$ cat src/rtl/mult_result_fifo.sv
// mult_result_fifo: output stage of the 32x32 shift-add multiplier.
//
// Function:
//   - Captures each finished magnitude product and applies the sign tag
//     (full 64-bit two's complement negate).
//   - Pushes the corrected result into a DEPTH-entry FIFO.
//   - Returns a one-cycle ack that releases the multiplier from DONE.
//   - Presents the head entry as a HI/LO valid/ready stream.
//
// Handshake (out_valid/out_ready):
//   - An entry transfers on a rising clk edge where out_valid && out_ready.
//   - out_valid depends only on registered state. It never looks at
//     out_ready, and it stays high until the transfer.
//   - out_hi/out_lo hold steady while out_valid is high and no transfer
//     has happened.
//   - out_ready while out_valid is low has no effect.
//
// Build option:
//   - MULT_OVF_FLAG_EN adds ovf_out.
//   - ovf_out is a per-entry flag, set when the corrected result does not
//     fit a signed 32-bit value.
//
// Debug:
//   - dbg_state exposes the capture FSM state for checkers.
module mult_result_fifo #(
  parameter int DEPTH = 4,
  parameter int AW    = 2
) (
  input  logic          clk,
  input  logic          rst,
  input  logic          done_in,
  input  logic [63:0]   product_in,
  input  logic          neg_in,
  output logic          ack_out,
  output logic          out_valid,
  input  logic          out_ready,
  output logic [31:0]   out_hi,
  output logic [31:0]   out_lo,
`ifdef MULT_OVF_FLAG_EN
  output logic          ovf_out,
`endif
  output logic [AW:0]   count,
  output logic [1:0]    dbg_state
);

`ifdef MULT_OVF_FLAG_EN
  localparam int DW = 65;
`else
  localparam int DW = 64;
`endif

  localparam logic [AW:0] C_FULL = (AW+1)'(DEPTH);
  localparam logic [AW:0] C_ONE  = (AW+1)'(1);

  typedef enum logic [1:0] {
    S_IDLE    = 2'd0,
    S_ACK     = 2'd1,
    S_RELEASE = 2'd2
  } state_t;

  state_t          r_state;
  logic            r_ack;
  logic [AW-1:0]   r_wr_ptr;
  logic [AW-1:0]   r_rd_ptr;
  logic [AW:0]     r_count;
  logic [DW-1:0]   r_mem [DEPTH];
  logic [DW-1:0]   r_head;

  logic [63:0]     w_corr;
  logic [DW-1:0]   w_entry;
  logic            w_push;
  logic            w_pop;
  logic [AW-1:0]   w_rd_next;

  // Sign correction of the incoming magnitude.
  assign w_corr = neg_in ? (~product_in + 64'd1) : product_in;

`ifdef MULT_OVF_FLAG_EN
  // Bits [63:31] all equal means the value fits a signed 32-bit word.
  logic w_ovf;
  assign w_ovf   = ~((&w_corr[63:31]) | ~(|w_corr[63:31]));
  assign w_entry = {w_ovf, w_corr};
`else
  assign w_entry = w_corr;
`endif

  // Full is judged on the count before the edge.
  // A pop in the same cycle does not free space for this push; the FSM
  // stays in IDLE and retries on the next edge.
  assign w_push    = (r_state == S_IDLE) && done_in && (r_count != C_FULL);
  assign w_pop     = (r_count != '0) && out_ready;
  assign w_rd_next = r_rd_ptr + AW'(1);

  // Capture FSM.
  // ack is registered, so it is high exactly for the ACK cycle.
  // RELEASE waits for done_in to fall, which prevents a double capture.
  always_ff @(posedge clk or posedge rst) begin
    if (rst) begin
      r_state <= S_IDLE;
      r_ack   <= 1'b0;
    end else begin
      case (r_state)
        S_IDLE: begin
          if (w_push) begin
            r_state <= S_ACK;
            r_ack   <= 1'b1;
          end
        end
        S_ACK: begin
          r_state <= S_RELEASE;
          r_ack   <= 1'b0;
        end
        S_RELEASE: begin
          if (!done_in) r_state <= S_IDLE;
        end
        default: begin
          r_state <= S_IDLE;
          r_ack   <= 1'b0;
        end
      endcase
    end
  end

  // Entry storage; contents need no reset because count gates visibility.
  always_ff @(posedge clk) begin
    if (w_push) r_mem[r_wr_ptr] <= w_entry;
  end

  // Pointers and occupancy; pointers wrap naturally at DEPTH = 2**AW.
  always_ff @(posedge clk or posedge rst) begin
    if (rst) begin
      r_wr_ptr <= '0;
      r_rd_ptr <= '0;
      r_count  <= '0;
    end else begin
      if (w_push) r_wr_ptr <= r_wr_ptr + AW'(1);
      if (w_pop)  r_rd_ptr <= w_rd_next;
      case ({w_push, w_pop})
        2'b10:   r_count <= r_count + C_ONE;
        2'b01:   r_count <= r_count - C_ONE;
        default: r_count <= r_count;
      endcase
    end
  end

  // Registered head word.
  // It changes only when the head advances (pop) or when the first entry
  // lands in an empty FIFO.
  always_ff @(posedge clk or posedge rst) begin
    if (rst) begin
      r_head <= '0;
    end else if (w_pop) begin
      if (r_count == C_ONE) begin
        if (w_push) r_head <= w_entry;
      end else begin
        r_head <= r_mem[w_rd_next];
      end
    end else if (w_push && (r_count == '0)) begin
      r_head <= w_entry;
    end
  end

  assign ack_out   = r_ack;
  assign out_valid = (r_count != '0);
  assign out_hi    = r_head[63:32];
  assign out_lo    = r_head[31:0];
  assign count     = r_count;
  assign dbg_state = r_state;
`ifdef MULT_OVF_FLAG_EN
  assign ovf_out   = r_head[64];
`endif

endmodule

$ cat config.mk
export PLATFORM = sky130hd
export DESIGN_NAME = mult_result_fifo
export DESIGN_NICKNAME = d
export VERILOG_FILES = /design/src/rtl/mult_result_fifo.sv
export SDC_FILE = /design/constraint.sdc
export NUM_CORES = 1
export LEC_CHECK = 0
export ABC_AREA = 1
export CORE_MARGIN = 1.5
export CORE_UTILIZATION = 50
export DETAILED_ROUTE_END_ITERATION = 6
export GPL_ROUTABILITY_DRIVEN = 0
export GPL_TIMING_DRIVEN = 0
export HOLD_SLACK_MARGIN = 0.06
export MAX_ROUTING_LAYER = met4
export PLACE_DENSITY_LB_ADDON = 0.2
export SETUP_SLACK_MARGIN = 0.02
export SYNTH_ARGS = -nofsm -noshare
export SYNTH_HDL_FRONTEND = slang
export SYNTH_SLANG_ARGS = --single-unit
$ cat constraint.sdc
create_clock -name clk -period 8.4 [get_ports clk]
set_input_delay 1.68 -clock clk [delete_from_list [all_inputs] [get_ports clk]]
set_output_delay 1.68 -clock clk [all_outputs]
set_load 0.02 [all_outputs]
==> run summary, run 1 <==
I/O Pins - 140
Max Freq - 0.2718 GHz
antenna-violating nets left - 0
number of global-route vias before repair - 11.70k
MaxCap Viol Count - 0
starting density of the core - 0.5123
input/output buffers - 138
net total in the final layout - 1808
slowest stage delay, CP - 0.55 ns
Setup Buffers After CTS - 0
Max Slew Vio Count - 0
synthesis-stage register bit count - 330
CTS H-tree depth - 2
CTS buffer count - 35
Die Height - 178.0 um
syn nets - 1624
Chip Width - 178.0 um
commonest non-fill, non-tap cell in the layout - nand2_1
Layout area overhead - 20.42%
final hold vios - 0
final WL - 44440 um
Post-CTS Resized - 0
crit path time final - 3.680 ns
via/cell ratio - 5.617
Final Worst Setup Slack - 4.720 ns
Tot GR Track Use - 0.2972
outcome - completed
cells along the critical path - clkdlybuf4s50_1, inv_1, ha_1, nand2_1, nor2_4, nand2_1, nand2_1, nand2_1, inv_1, nand2_1, nand2_1, nor2_1, o21ai_1
Leakage - 7.365 nW
Worst-path clk slew - 0.06 ns
pre-CTS setup slack - 4.305 ns
period utilisation layout - 0.4381
Syn. warnings - 0
Clock Latency Late Sink - 0.51 ns
first-pass GRT wire length - 67380 um
Core Area - 29870 um^2
Slew @ Worst Pin - 0.7019 ns
CP max-delay cell - clkdlybuf4s50_1
routed len/inst - 20.74 um
clock buffer depth - 3
hold buffers post-CTS - 0
Slew headroom - 0.5321
WP buf/inv - 3
area of the mapped netlist - 15300 um^2
critical path type - in2reg
DR DRC count - 0
clk root buf - clkbuf_16
share of cells above drive strength 1 - 0.06674
Seq/Total Area, Yosys - 0.6233
syn avg cell area - 9.905 um^2
CP Data Required Time - 8.83 ns
Worst Skew - 0.01294 ns
Mapped Cells - 1545
critical path's most frequent cell - nand2_1
post-synth cell types - 31
antenna violations before repair - 0
most frequent cells in the layout - nand2_1 (485), edfxtp_1 (256), nor2_1 (187)
drt first pass iters - 7
num rows - 63
Die Area - 31670 um^2
CP max FO - 7
largest net degree at the start of global routing - 39
critical path capture point type - register
1st-iter DRT viols - 1309
Fill cells - 2468
CTS tree - built
Max VDD drop - 0.0002171 V
CP startpoint kind - input port
clock net sink count - 330
post-DP HPWL - 32040 um
Overflow after GRT - 0
Worst Hold Slack - 0.4814 ns
Hold Path Class - reg2reg
RSZ-0062 raised after global routing - no
endpoints failing setup - 0
Pwr Density - 334.2 nW/um^2
setup TNS - 0 ns
antenna fix cells - 0
Arr. time, crit path - 4.11 ns
vias after detailed routing - 12.04k
CP top delay family - simple AND/OR/NAND/NOR gates
[cells in the mapped netlist, drive strengths merged]
cell type / instances / area share
nand2: 487 / 0.12
edfxtp: 256 / 0.50
nor2: 199 / 0.052
inv: 96 / 0.024
nand3: 92 / 0.031
o21ai: 82 / 0.028
dfrtp: 74 / 0.12
a22o: 50 / 0.029
a22oi: 50 / 0.025
buf: 38 / 0.017
a31oi: 33 / 0.013
clkbuf: 28 / 0.0069
xor2: 19 / 0.011
a21oi: 17 / 0.0056
ha: 10 / 0.0082
xnor2: 8 / 0.0046
clkinv: 2 / 0.00049
nand4: 2 / 0.00082
o211ai: 2 / 0.00098
[sequential cells by signal, summed over array words and instances, names as in the netlist]
| name | flops |
|---|---|
| r_wr_ptr | 2 |
| dbg_state | 2 |
| count | 3 |
| ack_out | 1 |
| r_rd_ptr | 2 |
| r_mem | 256 |
| r_head | 64 |
[worst reg2reg max path, stage by stage (launching register included)]
cell and delay [ns]:
dfrtp_1 0.44, inv_1 0.10, ha_1 0.23, nand2_1 0.10, nand2_2 0.10, inv_1 0.11, ha_1 0.21, inv_1 0.10
o21ai_4 0.46, buf_8 0.24, buf_6 0.20, nand2_1 0.08, o21ai_1 0.07
[stage by stage]
stage	instance area [um^2]	instances	utilization	total power, mW
after detailed placement	17390	2082	0.5819	4.756
after CTS	18430	2143	0.6169	6.179
after floorplan	15300	1545	-	3.763
after global routing	18430	2143	0.6169	6.487
after global placement	17170	2073	0.5748	4.696
final	18430	2143	0.6169	6.159
[metal layers]
| layer | global-route usage | wire length (um) | vias to the layer above | part of all wire |
|---|---|---|---|---|
| met3 | 0.04092 | 3556 | 116 | 0.080 |
| li1 | - | - | 5636 | - |
| met5 | - | 0 | - | 0 |
| met1 | 0.3832 | 17680 | 5757 | 0.40 |
| met2 | 0.4710 | 21220 | 528 | 0.48 |
| met4 | 0.1306 | 1985 | 0 | 0.045 |
[where the power goes]
| part | internal (mW) | leakage (nW) | total, mW | switching (mW) |
|---|---|---|---|---|
| clock | 0.817 | 0.512 | 1.42 | 0.608 |
| sequential | 2.15 | 3.22 | 2.31 | 0.156 |
| combinational | 0.889 | 3.63 | 2.43 | 1.54 |
[area by class of cell]
type / count / area, um^2 / share of cell area
Buffer: 66 / 369.1 / 0.02003
Clock buffer: 52 / 989.7 / 0.05370
Clock inverter: 9 / 53.80 / 0.002919
Inverter: 98 / 372.9 / 0.02023
Multi-Input combinational cell: 1051 / 5055 / 0.2743
Sequential cell: 330 / 9539 / 0.5176
Tap cell: 390 / 488.0 / 0.02648
Timing Repair Buffer: 147 / 1562 / 0.08473
[path summary, 6_finish.rpt]
check,start,end,slack (ns),cells after the start
max reg2reg,count[0],r_head[19],5.89,12
max,product_in[0],r_head[28],4.72,13
max in group asynchronous,rst,r_head[49],6.20,3
min,r_head[61],r_head[61],0.48,2
min in group asynchronous,rst,r_head[13],1.57,2
min reg2reg,r_head[61],r_head[61],0.48,2
[cells by family (layout without fill, tap and decap cells)]
logic type / count (synthesis) / after routing / synth area share
simple gates: 780 / 780 / 0.2033
flops: 330 / 330 / 0.6233
compound gates: 234 / 234 / 0.1015
buf+inv: 164 / 372 / 0.04832
xor+xnor: 27 / 27 / 0.01545
fa+ha+maj: 10 / 10 / 0.008176
Power figures use the tool's default switching activity.
==> inputs of run 2 (changes only) <==
==> constraint.sdc (replaced) <==
create_clock -name clk -period 3.41 [get_ports clk]
set_input_delay 0.682 -clock clk [delete_from_list [all_inputs] [get_ports clk]]
set_output_delay 0.682 -clock clk [all_outputs]
set_load 0.02 [all_outputs]
==> results of run 2 <==
The final DEF is identical to that of run 1. Status: completed.
Among the figures that moved: setup slack after placement 4.305 ns -> 0.3126 ns; setup slack after layout 4.720 ns -> 0.7282 ns; register-to-register setup slack 5.89 ns -> 0.90 ns; total power 6.159 mW -> 15.17 mW; worst IR drop on VDD 0.0002171 V -> 0.0005348 V
==> inputs of run 3 (changes only) <==
==> constraint.sdc (replaced) <==
create_clock -name clk -period 2.61 [get_ports clk]
set_input_delay 0.522 -clock clk [delete_from_list [all_inputs] [get_ports clk]]
set_output_delay 0.522 -clock clk [all_outputs]
set_load 0.02 [all_outputs]
==> run 3 against run 2 <==
Setup slack worse by 0.61 ns. Flip-flop and latch count stayed put. Sequential power is 30% higher. First-iteration DRC count is 7.5% higher. Sequential share of layout area is 0.16 points lower. Core utilization is 0.20 points higher. Routed wire length is 0.88% lower. Clock skew is 0.011 ns higher. Register-to-register slack worse by 0.67 ns. Critical path type unchanged.
==> run summary, run 3 (synthesized netlist as in run 1, its figures left out) <==
crit path time final - 2.494 ns
Slew @ Worst Pin - 0.7525 ns
Finished Layout Cells - 2145
final hold vios - 0
Max Used Layer - met4
Overflow after GRT - 0
Final Worst Setup Slack - 0.1162 ns
post-DP HPWL - 31950 um
max FFs per register - 256
first-pass GRT wire length - 65690 um
Max Freq - 0.4010 GHz
starting density of the core - 0.5123
Hold Path Class - in2async
WP buf/inv - 3
largest net degree at the start of global routing - 41
Layout area overhead - 20.81%
Worst Skew - 0.02423 ns
Max Slew Vio Count - 0
antenna fix cells - 0
CP max-delay cell - clkdlybuf4s50_1
slowest stage delay, CP - 0.50 ns
commonest non-fill, non-tap cell in the layout - nand2_1
RSZ-0062 raised after global routing - no
critical path's most frequent cell - nand2_1
Leakage - 7.392 nW
cells along the critical path - clkdlybuf4s50_1, inv_1, ha_1, nand2_1, nor2_4, nand2_1, nand2_1, nand2_1, inv_1, nand2_1, nand2_1, nand2_1
clock net sink count - 330
total power - 19.95 mW
CTS buffer count - 35
CTS tree - built
most frequent cells in the layout - nand2_1 (485), edfxtp_1 (256), nor2_1 (187)
Tot GR Track Use - 0.2891
Met2 Routed Length - 20900 um
setup TNS - 0 ns
Slew headroom - 0.4984
placed inst area - 17390 um^2
Fill cells - 2527
number of global-route vias before repair - 11.36k
num rows - 63
CTS H-tree depth - 2
clk root buf - clkbuf_16
antenna-violating nets left - 0
critical path capture point type - register
CP top delay family - simple AND/OR/NAND/NOR gates
endpoints failing setup - 0
Die Height - 178.0 um
CP Data Required Time - 2.84 ns
Pwr Density - 1079 nW/um^2
share of cells above drive strength 1 - 0.06610
vias after detailed routing - 12.14k
via/cell ratio - 5.657
1st-iter DRT viols - 1407
antenna violations before repair - 0
Metal-1 WL - 18400 um
Core Area - 29870 um^2
Placed Cells incl. Taps - 2082
met3 wire length - 3307 um
CP startpoint kind - input port
design area - 18490 um^2
routed len/inst - 20.54 um
Worst-path clk slew - 0.06 ns
pre-CTS setup slack - -0.3374 ns
MaxCap Viol Count - 0
Chip Width - 178.0 um
drt first pass iters - 6
largest reg by FF count - r_mem
final WL - 44050 um
clock buffer depth - 3
Max VDD drop - 0.0005429 V
I/O Pins - 140
input/output buffers - 138
period utilisation layout - 0.9555
Clock Latency Late Sink - 0.52 ns
CP max FO - 7
Arr. time, crit path - 2.73 ns
critical path type - in2reg
DR DRC count - 0
net total in the final layout - 1810
Die Area - 31670 um^2
outcome - completed
-- run 3: path summary, 6_finish.rpt --
kind / startpoint / to / slack (ns) / cells past startpoint
worst max-delay path: product_in[0] / r_mem[3][60] / 0.12 / 12
worst min-delay path: rst / r_head[13] / 0.40 / 2
worst max register to register: count[0] / r_mem[1][44] / 0.23 / 7
worst min register to register: r_head[33] / r_head[33] / 0.48 / 2
max in group asynchronous: rst / r_head[46] / 1.59 / 3
min in group clk: r_head[33] / r_head[33] / 0.48 / 2
-- run 3: cell type report --
class                           count  area [um^2]  share of cell area
Timing Repair Buffer              149         1599             0.08649
Buffer                             66        369.1             0.01996
Clock inverter                     11        112.6            0.006091
Tap cell                          390        488.0             0.02639
Clock buffer                       50        952.2             0.05150
Inverter                           98        372.9             0.02017
Multi-Input combinational cell   1051         5055              0.2734
Sequential cell                   330         9539              0.5160
-- run 3: metrics by stage --
step / utilization / hold slack [ns]
after floorplan: - / 0.5616
after global placement: 0.5752 / 0.4640
after detailed placement: 0.5822 / 0.4647
after CTS: 0.6178 / 0.4280
after global routing: 0.6188 / 0.4655
final: 0.6188 / 0.4016
-- run 3: where the power goes --
group          total (mW)  internal [mW]  switching, mW
clock                4.71           2.74           1.96
sequential           7.41           6.92          0.487
combinational        7.84           2.89           4.94
total                20.0           12.6           7.39
-- run 3: per-layer routing --
metal,vias up,GRT usage
li1,5643,-
met5,-,-
met3,88,0.02913
met1,5805,0.3885
met4,0,0.09699
met2,599,0.4627
-- run 3: what timing repair did --
action / 4_1_cts / 5_1_grt
hold buffers: 0 / 0
resized for setup: 0 / 1
setup endpoints to repair: 1 / 62
setup buffers: 0 / 2
hold endpoints to repair: 0 / 0
pin swaps: 1 / 1
